### src/rtl/alu_issue_ctrl_pkg.sv
// Shared constants for the ALU issue controller: datapath sizing, ALU opcodes, FSM states.
package alu_issue_ctrl_pkg;

    localparam int unsigned DW   = 20;
    localparam int unsigned NREG = 8;
    localparam int unsigned AW   = 3;

    localparam logic [2:0] OP_AND = 3'b000;
    localparam logic [2:0] OP_OR  = 3'b001;
    localparam logic [2:0] OP_XOR = 3'b010;
    localparam logic [2:0] OP_NOR = 3'b011;
    localparam logic [2:0] OP_ADD = 3'b100;
    localparam logic [2:0] OP_SUB = 3'b101;
    localparam logic [2:0] OP_MUL = 3'b110;
    localparam logic [2:0] OP_DIV = 3'b111;

    typedef enum logic [1:0] {
        ST_IDLE  = 2'd0,
        ST_ISSUE = 2'd1,
        ST_RESP  = 2'd2
    } state_t;

endpackage

### src/rtl/alu_issue_ctrl_regfile.sv
// Local operand register file: two asynchronous read ports, one write port, cleared on reset.
module alu_regfile #(
    parameter int unsigned WIDTH  = 20,
    parameter int unsigned DEPTH  = 8,
    parameter int unsigned ADDR_W = 3
) (
    input  logic              clk,
    input  logic              rst_n,
    input  logic              we,
    input  logic [ADDR_W-1:0] waddr,
    input  logic [WIDTH-1:0]  wdata,
    input  logic [ADDR_W-1:0] raddr_a,
    output logic [WIDTH-1:0]  rdata_a,
    input  logic [ADDR_W-1:0] raddr_b,
    output logic [WIDTH-1:0]  rdata_b
);

    logic [WIDTH-1:0] regs [DEPTH];

    always_ff @(posedge clk or negedge rst_n) begin
        if (!rst_n) begin
            for (int unsigned i = 0; i < DEPTH; i++) begin
                regs[i] <= '0;
            end
        end else if (we) begin
            regs[waddr] <= wdata;
        end
    end

    assign rdata_a = regs[raddr_a];
    assign rdata_b = regs[raddr_b];

endmodule

### src/rtl/alu_issue_ctrl.sv
// Request-side sequencer for the external 20-bit ALU: operand fetch, issue, writeback and response.
module alu_issue_ctrl
    import alu_issue_ctrl_pkg::*;
(
    input  logic          clk,
    input  logic          rst_n,
    input  logic          ld_en,
    input  logic [AW-1:0] ld_addr,
    input  logic [DW-1:0] ld_data,
    output logic          ld_ready,
    input  logic          req_valid,
    output logic          req_ready,
    input  logic [2:0]    req_op,
    input  logic [AW-1:0] req_ra,
    input  logic [AW-1:0] req_rb,
    input  logic [AW-1:0] req_rd,
    output logic [DW-1:0] alu_a,
    output logic [DW-1:0] alu_b,
    output logic [2:0]    alu_sel,
    input  logic [DW-1:0] alu_res,
    input  logic          alu_carry,
    output logic          rsp_valid,
    input  logic          rsp_ready,
    output logic [DW-1:0] rsp_data,
    output logic          rsp_carry,
    output logic          rsp_dz
);

    state_t        state;
    logic [2:0]    op_q;
    logic [AW-1:0] rd_q;
    logic [DW-1:0] opa_q;
    logic [DW-1:0] opb_q;
    logic [DW-1:0] res_q;
    logic          carry_q;
    logic          dz_q;
    logic          rsp_valid_q;

    logic          div_zero;
    logic [DW-1:0] res_next;
    logic [DW-1:0] rf_rdata_a;
    logic [DW-1:0] rf_rdata_b;
    logic          rf_we;
    logic [AW-1:0] rf_waddr;
    logic [DW-1:0] rf_wdata;

    // Handshake readies are gated by rst_n so both read 0 while reset is held.
    assign ld_ready  = rst_n & (state == ST_IDLE) & ld_en;
    assign req_ready = rst_n & (state == ST_IDLE) & ~ld_en;

    assign div_zero = (op_q == OP_DIV) && (opb_q == '0);
    assign res_next = div_zero ? '1 : alu_res;

    // Load (IDLE only) and writeback (ISSUE only) share the single write port.
    assign rf_we    = ld_ready | (state == ST_ISSUE);
    assign rf_waddr = (state == ST_ISSUE) ? rd_q : ld_addr;
    assign rf_wdata = (state == ST_ISSUE) ? res_next : ld_data;

    alu_regfile #(
        .WIDTH  (DW),
        .DEPTH  (NREG),
        .ADDR_W (AW)
    ) u_rf (
        .clk     (clk),
        .rst_n   (rst_n),
        .we      (rf_we),
        .waddr   (rf_waddr),
        .wdata   (rf_wdata),
        .raddr_a (req_ra),
        .rdata_a (rf_rdata_a),
        .raddr_b (req_rb),
        .rdata_b (rf_rdata_b)
    );

    always_ff @(posedge clk or negedge rst_n) begin
        if (!rst_n) begin
            state       <= ST_IDLE;
            op_q        <= '0;
            rd_q        <= '0;
            opa_q       <= '0;
            opb_q       <= '0;
            res_q       <= '0;
            carry_q     <= 1'b0;
            dz_q        <= 1'b0;
            rsp_valid_q <= 1'b0;
        end else begin
            unique case (state)
                ST_IDLE: begin
                    if (req_valid && req_ready) begin
                        op_q  <= req_op;
                        rd_q  <= req_rd;
                        opa_q <= rf_rdata_a;
                        opb_q <= rf_rdata_b;
                        state <= ST_ISSUE;
                    end
                end
                ST_ISSUE: begin
                    res_q       <= res_next;
                    dz_q        <= div_zero;
                    carry_q     <= alu_carry;
                    rsp_valid_q <= 1'b1;
                    state       <= ST_RESP;
                end
                ST_RESP: begin
                    if (rsp_ready) begin
                        rsp_valid_q <= 1'b0;
                        state       <= ST_IDLE;
                    end
                end
                default: state <= ST_IDLE;
            endcase
        end
    end

    assign alu_a     = opa_q;
    assign alu_b     = opb_q;
    assign alu_sel   = op_q;
    assign rsp_valid = rsp_valid_q;
    assign rsp_data  = res_q;
    assign rsp_carry = carry_q;
    assign rsp_dz    = dz_q;

endmodule

### config.mk
export PLATFORM = sky130hd
export DESIGN_NAME = alu_issue_ctrl
export DESIGN_NICKNAME = d
export VERILOG_FILES = /design/src/rtl/alu_issue_ctrl_pkg.sv /design/src/rtl/alu_issue_ctrl_regfile.sv /design/src/rtl/alu_issue_ctrl.sv
export SDC_FILE = /design/constraint.sdc
export NUM_CORES = 1
export LEC_CHECK = 0
export ABC_AREA = 0
export BUFFER_PORTS_ARGS = -buffer_cell sky130_fd_sc_hd__buf_2
export CAP_MARGIN = 25
export CELL_PAD_IN_SITES_DETAIL_PLACEMENT = 0
export CELL_PAD_IN_SITES_GLOBAL_PLACEMENT = 1
export CORE_UTILIZATION = 45
export CTS_CLUSTER_SIZE = 25
export DETAILED_ROUTE_END_ITERATION = 16
export PLACE_DENSITY = 0.72
export REMOVE_ABC_BUFFERS = 1
export SLEW_MARGIN = 40
export SYNTH_ARGS = -nofsm -noshare
export SYNTH_HDL_FRONTEND = slang
export SYNTH_HIERARCHICAL = 1
export SYNTH_SLANG_ARGS = --single-unit
### constraint.sdc
create_clock -name clk -period 2.15 [get_ports clk]
set_clock_uncertainty 0.05 [all_clocks]
set_input_delay 0.43 -clock clk [delete_from_list [all_inputs] [get_ports clk]]
set_output_delay 0.43 -clock clk [all_outputs]
set_load 0.02 [all_outputs]
==> results.cfg <==
[outcome]
status = completed

[detailed_routing]
drt_iter0_drc = 341
vias_per_cell = 5.72
drc = 0
postRouteAntennaNets = 0
wl_um = 28100
via_count = 7317
wl_per_cell_um = 21.9
drtPass1Iterations = 4

[sta]
fmaxAchievable_mhz = 476
rsz0062_at_grt = true
hold_viol = 0
setup_ws_ns = 0.0473
finalCritPeriodShare_pct = 97.8
period_needed_ns = 2.10
hold_slack_ns = 0.0325
fin_setup_tns_ns = 0
tightestPinTransition_ns = 0.726
max_slew_margin_pct = 51.6
setup_viol_count_final = 0
drv_slew = 0

[finish]
antenna_cells = 0
design_area_sq_um = 14300
final_nets = 987
final_core_util_pct = 55.2
drive_gt1_share_pct = 47.5
instances_no_fill = 1280
syn2layout_area_growth_pct = 20.4

[clocking]
cts.clk_slew.worst_paths_ns = 0.06
htreeDepth = 1
worstSkewPairLatency_ns = 0.53
postCtsSetupBuffers = 0
numCtsBuffers = 27
cts_buffer_depth = 3
cts_tree = built
cts-root-buf = clkbuf_16
cts.sinks = 231

[global_routing]
antenna_found_initial = 0
track_usage_pct = 21.4
grt_pass1_vias = 7467
grt_pass1_wl_um = 43700
overflow = 0
grt_max_degree = 141

[worst_setup_path]
crit_chain = buf_4 -> nor4b_4 -> buf_4
path_class = reg -> out
cpMaxStageDelayCell = dfrtp_1
max_stage_delay_ns = 0.41
cp_max_fo = 4
end_kind = primary output
cp-start-kind = register
crit_required_ns = 1.67
crit_top_cell = buf_4
r2r_slack_ns = 0.09
arrival_ns = 1.62
reg2reg_depth = 7

[placement]
globalplace.congestion = 0.741
placed_area_sq_um = 13500
portBuffers = 128
dp.cells = 1232
place_ws_ns = -0.121
hpwl_um = 18100

[power]
p_leak_nw = 6.73
p_total_mw = 16.4
powerDensity_nw_per_um2 = 1150
vdd_drop_max_v = 0.000775

[floorplanning]
die_w_um = 165
die_h_um = 165
core.rowCount = 59
die-area_sq_um = 27100
start_util_pct = 45.9
core_sq_um = 26000
ios = 129

[logic_synthesis]
yosysWarnings = 6
synth-seq-area-share_pct = 48.5
netlist.top_cell.by_area = dfrtp_1
synth.distinct_cells = 27
ys_top_cells_by_area = dfrtp_1 49%, mux4_1 18%, mux2_2 16%
syn_area_sq_um = 11900
synth.avg_cell_area_sq_um = 15.7
synth_top_area_share_pct = 48.5
synth_seq_cells = 231
synth_cells = 759

[run]
max_cap_viol_count = 0

[min_path]
hold_path.class = in -> async
-- cells by family (layout without fill, tap and decap cells) --
kind of cell    after synthesis  count (layout)  synth area share [%]
mux                         326             326                  41.8
flops                       231             231                  48.5
buf+inv                      61             247                  3.04
simple gates                 97              97                  3.97
compound gates               44              44                  2.69
-- final timing paths --
kind / from / endpoint
hold reg to reg: rsp_carry / rsp_carry
setup reg to reg: state[0] / u_rf/regs[24]
setup / recovery: state[0] / req_ready
min in group clk: alu_carry / rsp_carry
max in group asynchronous: rst_n / u_rf/regs[148]
hold / removal: rst_n / alu_a[13]
-- critical path, delay by kind of cell, from the launching register on --
| kind | cells | cell delay, ns |
|---|---|---|
| AND/OR/NAND/NOR | 1 | 0.32 |
| flip-flops | 1 | 0.41 |
| buffers and inverters | 2 | 0.37 |
-- report_power, final --
part | internal (mW) | switching (mW)
Sequential | 6.02 | 1.12
Clock | 2.57 | 1.78
Combinational | 2.97 | 1.98
Total | 11.6 | 4.87
-- sequential cells by signal (all words and copies together) (netlist names) --
register   count
u_rf/regs    160
rsp_carry      1
state          2
alu_b         20
rsp_dz         1
alu_a         20
rsp_valid      1
rd_q           3
alu_sel        3
rsp_data      20
-- Yosys cell counts --
cell / n
nand4_1: 2
nor4b_4: 1
nand2b_1: 2
inv_1: 2
nor4bb_1: 2
mux2_4: 29
mux2_2: 169
or2_2: 1
clkbuf_1: 16
buf_6: 14
buf_1: 6
nor4b_1: 2
o21ai_0: 1
nand2_1: 75
o211ai_1: 40
nand3_1: 1
and4bb_1: 3
nor4_1: 3
dfrtp_1: 231
o21ai_1: 1
a21oi_1: 2
nor3_1: 1
mux2_1: 48
mux4_1: 80
buf_2: 23
nor2b_1: 1
nand4b_1: 3
-- repair_timing --
action,4_1_cts,5_1_grt
hold buffers,0,0
pin swaps,0,1
setup endpoints to repair,137,116
gates resized for setup,2,5
-- layout by cell type (no fill, tap or decap), types with 3 or more instances in the layout --
cell type | Yosys | final
nand2_2 | 0 | 4
mux2_1 | 48 | 48
nand4b_1 | 3 | 3
mux2_2 | 169 | 169
buf_4 | 0 | 46
clkbuf_16 | 0 | 27
clkbuf_8 | 0 | 8
o211ai_1 | 40 | 40
buf_12 | 0 | 24
buf_2 | 23 | 126
mux4_1 | 80 | 80
nand2_1 | 75 | 71
mux2_4 | 29 | 29
dfrtp_1 | 231 | 231
nor4_1 | 3 | 3
clkinv_2 | 0 | 5
clkbuf_1 | 16 | 5
-- routing by layer --
layer  up-vias  global-route usage (%)  routed length (um)
li1       3303                       -                   -
met1      3832                    29.4               12700
met2       142                    36.6               14000
met3        40                    2.36                 866
met4         0                    4.59                 490
met5         -                       0                   0
-- cell type report --
type | instances | area, sq um
Inverter | 2 | 7.51
Timing Repair Buffer | 197 | 1470
Multi-Input combinational cell | 467 | 5810
Tap cell | 335 | 419
Fill cell | 2138 | 11600
Clock inverter | 8 | 48.8
Sequential cell | 231 | 5780
Clock buffer | 40 | 805
Power figures use the tool's default switching activity.
